**config.mk**
```make
export PLATFORM = sky130hd
export DESIGN_NAME = instruction_fetch_unit_flat
export DESIGN_NICKNAME = d
export VERILOG_FILES = /design/src/rtl/instruction_fetch_unit_pkg.sv /design/src/rtl/instruction_fetch_unit_if.sv /design/src/rtl/instruction_fetch_unit.sv /design/src/flat_wrapper.sv
export SDC_FILE = /design/constraint.sdc
export NUM_CORES = 1
export LEC_CHECK = 0
export ABC_AREA = 1
export BUFFER_PORTS_ARGS = -buffer_cell sky130_fd_sc_hd__buf_2
export CAP_MARGIN = 20
export CELL_PAD_IN_SITES_DETAIL_PLACEMENT = 0
export CELL_PAD_IN_SITES_GLOBAL_PLACEMENT = 1
export CORE_AREA = 2 2 131 133
export DETAILED_ROUTE_END_ITERATION = 8
export DIE_AREA = 0 0 133 135
export GPL_TIMING_DRIVEN = 1
export MAX_ROUTING_LAYER = met4
export PLACE_DENSITY = 0.8
export SLEW_MARGIN = 20
export SYNTH_ARGS = -nofsm -noshare
export SYNTH_HDL_FRONTEND = slang
export SYNTH_SLANG_ARGS = --single-unit
```
**constraint.sdc**
```tcl
create_clock -name Clock -period 1.8 [get_ports Clock]
set_clock_uncertainty 0.1 [all_clocks]
set_input_delay 0.36 -clock Clock [delete_from_list [all_inputs] [get_ports Clock]]
set_output_delay 0.36 -clock Clock [all_outputs]
set_load 0.02 [all_outputs]
```
**src/rtl/instruction_fetch_unit_pkg.sv**
```systemverilog
// rtl/instruction_fetch_unit_pkg.sv - shared fetch state encoding, reset PC default and alignment helper.
package instruction_fetch_unit_pkg;

  typedef enum logic [1:0] {
    S_REQ     = 2'd0,
    S_WAIT    = 2'd1,
    S_HOLD    = 2'd2,
    S_DISCARD = 2'd3
  } fetch_state_e;

  // MIPS text segment base
  localparam logic [31:0] DEFAULT_RESET_PC = 32'h0040_0000;

  function automatic logic [31:0] word_align(input logic [31:0] addr);
    return {addr[31:2], 2'b00};
  endfunction

endpackage

```
**src/rtl/instruction_fetch_unit_if.sv**
```systemverilog
// rtl/instruction_fetch_unit_if.sv - imem request/response, decode handoff and redirect signals.
interface instruction_fetch_unit_if;

  logic        ImemReqValid;
  logic        ImemReqReady;
  logic [31:0] ImemAddr;
  logic        ImemRespValid;
  logic [31:0] ImemRespData;
  logic        InstrValid;
  logic        InstrReady;
  logic [31:0] Instruction;
  logic [31:0] Instr_PC;
  logic [31:0] Instr_PC_Plus4;
  logic        Redirect;
  logic [31:0] RedirectAddress;

  modport master (
    output ImemReqValid, ImemAddr, InstrValid, Instruction, Instr_PC, Instr_PC_Plus4,
    input  ImemReqReady, ImemRespValid, ImemRespData, InstrReady, Redirect, RedirectAddress
  );

  modport slave (
    input  ImemReqValid, ImemAddr, InstrValid, Instruction, Instr_PC, Instr_PC_Plus4,
    output ImemReqReady, ImemRespValid, ImemRespData, InstrReady, Redirect, RedirectAddress
  );

endinterface

```
**src/rtl/instruction_fetch_unit.sv**
```systemverilog
// rtl/instruction_fetch_unit.sv - single-outstanding instruction fetch with redirect; FETCH_TRACE_EN adds trace prints.
module instruction_fetch_unit
  import instruction_fetch_unit_pkg::*;
#(
  parameter logic [31:0] RESET_PC = DEFAULT_RESET_PC
) (
  input  logic                     Clock,
  input  logic                     Reset_n,
  instruction_fetch_unit_if.master fetch_bus
);

  fetch_state_e r_state;
  fetch_state_e w_state_nxt;
  logic [31:0]  r_pc;
  logic [31:0]  w_pc_nxt;
  logic [31:0]  w_pc_plus4;
  logic         r_req_valid;
  logic         r_instr_valid;
  logic         w_instr_valid_nxt;
  logic         w_capture;
  logic         w_req_fire;
  logic         w_resp;
  logic [31:0]  r_instr;
  logic [31:0]  r_instr_pc;
  logic [31:0]  r_instr_pc_plus4;

  assign w_pc_plus4 = r_pc + 32'd4;
  assign w_req_fire = (r_state == S_REQ) && r_req_valid && fetch_bus.ImemReqReady;
  // Responses only count while a request is actually in flight
  assign w_resp     = ((r_state == S_WAIT) || (r_state == S_DISCARD)) && fetch_bus.ImemRespValid;

  always_comb begin
    w_state_nxt       = r_state;
    w_pc_nxt          = r_pc;
    w_instr_valid_nxt = r_instr_valid;
    w_capture         = 1'b0;
    if (fetch_bus.Redirect) begin
      w_pc_nxt          = word_align(fetch_bus.RedirectAddress);
      w_instr_valid_nxt = 1'b0;
      case (r_state)
        S_REQ:             w_state_nxt = w_req_fire ? S_DISCARD : S_REQ;
        S_WAIT, S_DISCARD: w_state_nxt = w_resp ? S_REQ : S_DISCARD;
        default:           w_state_nxt = S_REQ;
      endcase
    end else begin
      case (r_state)
        S_REQ: begin
          if (w_req_fire) w_state_nxt = S_WAIT;
        end
        S_WAIT: begin
          if (w_resp) begin
            w_capture         = 1'b1;
            w_pc_nxt          = w_pc_plus4;
            w_instr_valid_nxt = 1'b1;
            w_state_nxt       = S_HOLD;
          end
        end
        S_HOLD: begin
          if (fetch_bus.InstrReady) begin
            w_instr_valid_nxt = 1'b0;
            w_state_nxt       = S_REQ;
          end
        end
        S_DISCARD: begin
          if (w_resp) w_state_nxt = S_REQ;
        end
        default: w_state_nxt = S_REQ;
      endcase
    end
  end

  // Request valid is registered, so it trails entry into REQ by nothing but follows reset by one cycle
  always_ff @(posedge Clock or negedge Reset_n) begin
    if (!Reset_n) begin
      r_state       <= S_REQ;
      r_pc          <= RESET_PC;
      r_req_valid   <= 1'b0;
      r_instr_valid <= 1'b0;
    end else begin
      r_state       <= w_state_nxt;
      r_pc          <= w_pc_nxt;
      r_req_valid   <= (w_state_nxt == S_REQ);
      r_instr_valid <= w_instr_valid_nxt;
    end
  end

  always_ff @(posedge Clock or negedge Reset_n) begin
    if (!Reset_n) begin
      r_instr          <= 32'd0;
      r_instr_pc       <= 32'd0;
      r_instr_pc_plus4 <= 32'd0;
    end else if (w_capture) begin
      r_instr          <= fetch_bus.ImemRespData;
      r_instr_pc       <= r_pc;
      r_instr_pc_plus4 <= w_pc_plus4;
    end
  end

  assign fetch_bus.ImemReqValid   = r_req_valid;
  assign fetch_bus.ImemAddr       = r_pc;
  assign fetch_bus.InstrValid     = r_instr_valid;
  assign fetch_bus.Instruction    = r_instr;
  assign fetch_bus.Instr_PC       = r_instr_pc;
  assign fetch_bus.Instr_PC_Plus4 = r_instr_pc_plus4;

`ifdef FETCH_TRACE_EN
  always_ff @(posedge Clock) begin
    if (Reset_n && r_instr_valid && fetch_bus.InstrReady)
      $display("Fetch: pc=%x instr=%x", r_instr_pc, r_instr);
    if (Reset_n && fetch_bus.Redirect)
      $display("Redirect: %x -> %x", r_pc, w_pc_nxt);
  end
`else
`endif

endmodule
```
**src/flat_wrapper.sv**
```systemverilog
// flat-port wrapper written by rule: the top's interface ports become plain ports
module instruction_fetch_unit_flat import instruction_fetch_unit_pkg::*;
#(
  parameter logic [31:0] RESET_PC = DEFAULT_RESET_PC
)
  (Clock, Reset_n, fetch_bus_ImemReqValid, fetch_bus_ImemAddr, fetch_bus_InstrValid, fetch_bus_Instruction, fetch_bus_Instr_PC, fetch_bus_Instr_PC_Plus4, fetch_bus_ImemReqReady, fetch_bus_ImemRespValid, fetch_bus_ImemRespData, fetch_bus_InstrReady, fetch_bus_Redirect, fetch_bus_RedirectAddress);
  instruction_fetch_unit_if fetch_bus_i ();
  input  logic Clock;
  input  logic Reset_n;
  output wire logic [$bits(fetch_bus_i.ImemReqValid)-1:0] fetch_bus_ImemReqValid;
  output wire logic [$bits(fetch_bus_i.ImemAddr)-1:0] fetch_bus_ImemAddr;
  output wire logic [$bits(fetch_bus_i.InstrValid)-1:0] fetch_bus_InstrValid;
  output wire logic [$bits(fetch_bus_i.Instruction)-1:0] fetch_bus_Instruction;
  output wire logic [$bits(fetch_bus_i.Instr_PC)-1:0] fetch_bus_Instr_PC;
  output wire logic [$bits(fetch_bus_i.Instr_PC_Plus4)-1:0] fetch_bus_Instr_PC_Plus4;
  input wire logic [$bits(fetch_bus_i.ImemReqReady)-1:0] fetch_bus_ImemReqReady;
  input wire logic [$bits(fetch_bus_i.ImemRespValid)-1:0] fetch_bus_ImemRespValid;
  input wire logic [$bits(fetch_bus_i.ImemRespData)-1:0] fetch_bus_ImemRespData;
  input wire logic [$bits(fetch_bus_i.InstrReady)-1:0] fetch_bus_InstrReady;
  input wire logic [$bits(fetch_bus_i.Redirect)-1:0] fetch_bus_Redirect;
  input wire logic [$bits(fetch_bus_i.RedirectAddress)-1:0] fetch_bus_RedirectAddress;
  assign fetch_bus_ImemReqValid = fetch_bus_i.ImemReqValid;
  assign fetch_bus_ImemAddr = fetch_bus_i.ImemAddr;
  assign fetch_bus_InstrValid = fetch_bus_i.InstrValid;
  assign fetch_bus_Instruction = fetch_bus_i.Instruction;
  assign fetch_bus_Instr_PC = fetch_bus_i.Instr_PC;
  assign fetch_bus_Instr_PC_Plus4 = fetch_bus_i.Instr_PC_Plus4;
  assign fetch_bus_i.ImemReqReady = fetch_bus_ImemReqReady;
  assign fetch_bus_i.ImemRespValid = fetch_bus_ImemRespValid;
  assign fetch_bus_i.ImemRespData = fetch_bus_ImemRespData;
  assign fetch_bus_i.InstrReady = fetch_bus_InstrReady;
  assign fetch_bus_i.Redirect = fetch_bus_Redirect;
  assign fetch_bus_i.RedirectAddress = fetch_bus_RedirectAddress;
  instruction_fetch_unit #(.RESET_PC(RESET_PC)) u_core (.Clock(Clock), .Reset_n(Reset_n), .fetch_bus(fetch_bus_i));
endmodule
```
==> Yosys cells after proc, flatten, opt, wreduce, memory -nomap -nowiden <==
Index checks and enable logic that the tools add are counted.
{ "word_totals": {"register_bits": 132, "word_cells": 44} }
{ "op_classes": {"n_reduce_logical": 12, "n_mux": 19, "n_eq_ne": 5, "add_sub_neg": 1} }
{ "op_table": {"columns": ["op", "count"], "rows": [
  ["two-way mux 32 bit", 3],
  ["adder 32 x 3 -> 32 bit, second input constant", 1],
  ["two-way mux 2 bit", 7],
  ["one-hot mux 2 bit (4 select lines)", 1],
  ["two-way mux 1 bit", 6],
  ["equality test 2 bit, second input constant", 2],
  ["zero test 2 bit", 2],
  ["one-hot mux 2 bit (2 select lines)", 1],
  ["nonzero test 2 bit", 2],
  ["logical AND 1 bit", 3],
  ["!= test 3 x 2 -> 1 bit, second input constant", 1],
  ["!= test 3 bit, second input constant", 1],
  ["AND reduction 3 bit", 1],
  ["nonzero test 3 bit", 1],
  ["equality test 2 x 1 -> 1 bit, second input constant", 1],
  ["one-hot mux 1 bit (2 select lines)", 1],
  ["AND reduction 2 bit", 1],
  ["OR reduction 2 bit", 1],
  ["logical OR 1 bit", 1]
]} }

==> Depth between registers and ports, before layout <==
{ "logic_depth": {"depth_word": 7, "ltp_mapped": 10, "depth_no_buf": 10} }

==> Worst setup path before layout <==
No wires, ideal clock.
{ "synth_path": {"path_type": "register to register", "startpoint": "register u_core.r_pc[3] (netlist: u_core.fetch_bus.ImemAddr[3])", "endpoint": "register u_core.r_pc[16] (netlist: u_core.fetch_bus.ImemAddr[16])", "period_less_slack_ns": 1.645, "arrival_ns": 1.428, "path_stages_with_launch": 8, "setup_ns": 0.118, "path_slack_ns": 0.155, "path_cell_list": "dfrtp_1 ha_1 nand3_1 nor2_1 nand3_1 xor2_1 nand2_1 nand2_1"} }
{ "synth_between": {"elab_chain_cells": 4} }
{ "synth_lines": {"columns": ["element", "line", "rtl"], "rows": [
  ["start: declaration", "instruction_fetch_unit.sv:14", "logic [31:0] r_pc;"],
  ["start signal: assignment", "instruction_fetch_unit.sv:81", "r_pc <= w_pc_nxt;"],
  ["adder 32 x 3 -> 32 bit", "instruction_fetch_unit.sv:27", "assign w_pc_plus4 = r_pc + 32'd4;"],
  ["two-way mux 32 bit", "instruction_fetch_unit.sv:51", "if (w_resp) begin"],
  ["two-way mux 32 bit", "instruction_fetch_unit.sv:46", "case (r_state)"],
  ["two-way mux 32 bit", "instruction_fetch_unit.sv:37", "if (fetch_bus.Redirect) begin"]
]} }
No other way between the ends. The select of a mux whose other input is x is not followed.
A chain may end at the register's enable or synchronous reset.

==> Worst setup path after layout <==
{ "layout_path": {"startpoint": "register u_core.r_pc[3] (netlist: u_core.fetch_bus.ImemAddr[3])", "endpoint": "register u_core.r_instr_pc_plus4[24] (netlist: u_core.fetch_bus.Instr_PC_Plus4[24])"} }
{ "layout_between": {"elab_chain_cells": 1} }
{ "layout_lines": {"columns": ["element", "line", "rtl"], "rows": [
  ["adder 32 x 3 -> 32 bit", "instruction_fetch_unit.sv:27", null],
  ["end signal: assignment", "instruction_fetch_unit.sv:95", "r_instr_pc_plus4 <= w_pc_plus4;"],
  ["end: declaration", "instruction_fetch_unit.sv:25", "logic [31:0] r_instr_pc_plus4;"]
]} }
No other way between the ends.

==> impl_metrics.yaml <==
clock_network:
  worst_skew_pair.late_latency_ps: 410
  tritoncts_clock_tree: "built"
  cts_num_sinks: 126
  cts_buffers: 17
  postCtsSetupRepairBufs: 0
  cts-htree-levels: 4
  cts.root.buffer_cell: "sky130_fd_sc_hd__clkbuf_16"
  clockBufferDepth: 2
  clk_pin_slew_ps: 60
worst_setup_path:
  worstSetupEndpointType: "flop"
  timing.critical_path.slowest_stage_cell: "sky130_fd_sc_hd__dfrtp_1"
  crit_path_start_kind: "flop"
  crit_required_ps: 2000
  crit_path_frequent_cell: "sky130_fd_sc_hd__nand2_1"
  worst_ep_arrival_time_ps: 1870
  critical_path_peak_fanout: 4
  path_cells: "ha_1, nand3_1, nor2_1, buf_4, nand2_1, nand2_1, nand2_1, nand2_1, nand2_1"
  max_stage_delay_ps: 390
  criticalPathCategory: "reg2reg"
power:
  share_of_power_burned_in_registers_pct: 36.8
  p_comb_share_pct: 37.3
  netSwitchingPower_mw: 5.14
  switching_share_pct: 40.1
  cellLeakagePower_nw: 4.30
  clock_power_share_pct: 25.9
  intPower_mw: 7.67
  ir_drop_mv: 0.641
  total_power_density_per_cell_area_nw_per_um2: 1670
timing:
  fmax_mhz: 598
  period_minus_slack_ps: 1670
  finalSetupViolations: 0
  hold_ws_ps: 43.8
  sum_neg_setup_slack_ps: 0
  final.period_utilization_pct: 92.9
  grt_setup_unrepaired: "no"
  hold_viol_final: 0
  layout_setup_ws_ps: 128
  report.final.slew_viol_count: 0
routing:
  detailedRoute.firstIterationViolations: 309
  drt-wirelength-per-cell_microns: 14.5
  wl_final_mm: 17.0
  via_count: 5316
  drt.antenna.violating_nets: 0
  drt_pass1_iterations: 6
  via_density_per_instance: 4.52
  detail_route.drc_violations: 0
final_layout:
  syn2layout_area_growth_pct: 35.0
  proportion_of_layout_cells_with_a_drive_suffix_above_1_pct: 28.0
  layout.nets: 1012
  layout.cells.most_common: "sky130_fd_sc_hd__nand2_1"
  layout.cells.most_common_list: "352 x sky130_fd_sc_hd__nand2_1, 190 x sky130_fd_sc_hd__buf_2, 124 x sky130_fd_sc_hd__dfrtp_1, 59 x sky130_fd_sc_hd__inv_1, 37 x sky130_fd_sc_hd__nor2_1"
place:
  place_ws_ps: 13.4
  place_congestion: 0.779
  dpl.hpwl_mm: 12.5
  i_o_buffers: 191
global_route:
  number_of_antenna_violations_at_the_first_check_in_global_routing: 1
  grt_start_max_net_pins: 65
  global_route_wire_length_before_repair_mm: 27.7
  gr-total-overflow: 0
  grt_use_total_pct: 20.4
  grt_pass1_vias: 5318
synth:
  post_synth_inst_count: 727
  count_of_flip_flops_with_a_built_in_enable_after_synthesis: 0
  synth-seq-cells: 126
  postSynth.topFlopCell: "sky130_fd_sc_hd__dfrtp_1"
  synth.yosys.warnings: 0
  yosysSeqAreaShare_pct: 55.4
  synthArstFlopShare_pct: 100
  count_of_distinct_cell_types_in_the_synthesized_netlist: 28
  synth.avg_cell_area_sq_um: 7.83
  mappedNetlistArea_sq_um: 5700
floorplan:
  dieHeight_microns: 135
  placement_rows: 47
  floorplan.core_area_sq_um: 16400
  start_util_pct: 34.7
  die_area_sq_um: 18000
  top_level_ports: 200
  die_x_extent_microns: 133
worst_hold_path:
  hp-class: "in2reg"
run:
  maxCapViolCount: 0
run_status:
  status: "complete, no violations"
## through the flow
stage                     power [mW]  util [%]  instance area, sq um  cells
after floorplan                 7.63         -                  5710    732
after global placement          9.49      43.1                  7070   1141
after detailed placement        9.57      43.1                  7070   1141
after CTS                       13.0      46.6                  7650   1174
after global routing            13.7      46.9                  7690   1175
final                           12.8      46.9                  7690   1175
## routing by layer
layer	routed length (microns)	share of wire [%]	track usage [%]	vias up
li1	-	-	-	2666
met1	7730	45	25.6	2458
met2	8030	47	32.7	178
met3	1080	6.4	5.26	14
met4	152	0.89	5.97	0
met5	0	0	-	-
## cell type report
type / instances / area [sq um]
Inverter: 60 / 226
Fill cell: 1663 / 8720
Tap cell: 220 / 275
Clock buffer: 20 / 447
Sequential cell: 126 / 3160
Multi-Input combinational cell: 515 / 2200
Clock inverter: 12 / 119
Timing Repair Buffer: 221 / 1260
Antenna cell: 1 / 2.50
## flip-flops by register name (all words and copies together) (netlist names)
register	count
u_core.fetch_bus.Instruction	32
u_core.fetch_bus.Instr_PC_Plus4	30
u_core.fetch_bus.InstrValid	1
u_core.fetch_bus.ImemReqValid	1
u_core.fetch_bus.Instr_PC	30
u_core.r_state	2
u_core.fetch_bus.ImemAddr	30
## power groups by stage
stage	Combinational, mW	Sequential (mW)	Clock [mW]
global route	5.29	4.88	3.54
detailed placement	4.84	4.73	0
finish	4.78	4.71	3.32
CTS	4.85	4.71	3.40
floorplan	1.49	6.15	0
global placement	4.77	4.72	0
## cell families (layout without fill, tap and decap cells)
kind of cell	count (synthesis)	count (layout)	synth area share (%)
xor gates and xnor gates	8	8	1.23
DFF	126	126	55.4
AOI/OAI and AO/OA	66	66	6.11
and+or+nand+nor	434	434	30.0
other	1	7	0.0658
buffers and inverters	91	313	7.03
adders and majority gates	1	1	0.220
## worst paths after layout
| kind | startpoint | end | slack, ps | cells past startpoint |
|---|---|---|---|---|
| setup / recovery | u_core.fetch_bus.ImemAddr[3]$_DFFE_PN0N_ | u_core.fetch_bus.Instr_PC_Plus4[24]$_DFFE_PN0P_ | 130 | 9 |
| hold / removal | fetch_bus_ImemRespData[0] | u_core.fetch_bus.Instruction[0]$_DFFE_PN0P_ | 40 | 3 |
| setup reg to reg | u_core.fetch_bus.ImemAddr[3]$_DFFE_PN0N_ | u_core.fetch_bus.Instr_PC_Plus4[24]$_DFFE_PN0P_ | 130 | 9 |
| hold reg to reg | u_core.fetch_bus.Instruction[0]$_DFFE_PN0P_ | u_core.fetch_bus.Instruction[0]$_DFFE_PN0P_ | 370 | 2 |
| max in group asynchronous | Reset_n | u_core.fetch_bus.Instr_PC[6]$_DFFE_PN0P_ | 690 | 3 |
| min in group asynchronous | Reset_n | u_core.fetch_bus.Instruction[29]$_DFFE_PN0P_ | 340 | 2 |
## critical path: cells and delay by family, from the launching register on
kind	cells	cell delay, ps
and+or+nand+nor	7	650
DFF	1	390
adders and majority gates	1	240
buffers and inverters	1	200
## Yosys cell counts (2+ instances only)
cell                       count  area share [%]
sky130_fd_sc_hd__buf_4         9             1.2
sky130_fd_sc_hd__nand3_1      30             2.6
sky130_fd_sc_hd__a21oi_1       4            0.35
sky130_fd_sc_hd__clkbuf_1      5            0.33
sky130_fd_sc_hd__o21ai_0      30             2.6
sky130_fd_sc_hd__nor2_2        5            0.55
sky130_fd_sc_hd__inv_1        59             3.9
sky130_fd_sc_hd__xor2_1        7             1.1
sky130_fd_sc_hd__buf_2        14             1.2
sky130_fd_sc_hd__buf_1         2            0.13
sky130_fd_sc_hd__nor2_1       41             2.7
sky130_fd_sc_hd__a31oi_1       2            0.22
sky130_fd_sc_hd__dfrtp_1     125              55
sky130_fd_sc_hd__o211ai_1      5            0.66
sky130_fd_sc_hd__o21ai_1      24             2.1
sky130_fd_sc_hd__nand2_1     353              23
## what timing repair did
action / in CTS / in global routing
gates resized for setup: 1 / 11
endpoints found under the setup margin: 1 / 32
hold buffers: 1 / 0
hold endpoints to repair: 23 / 0
Note: power is estimated with default switching activity, not from simulation.
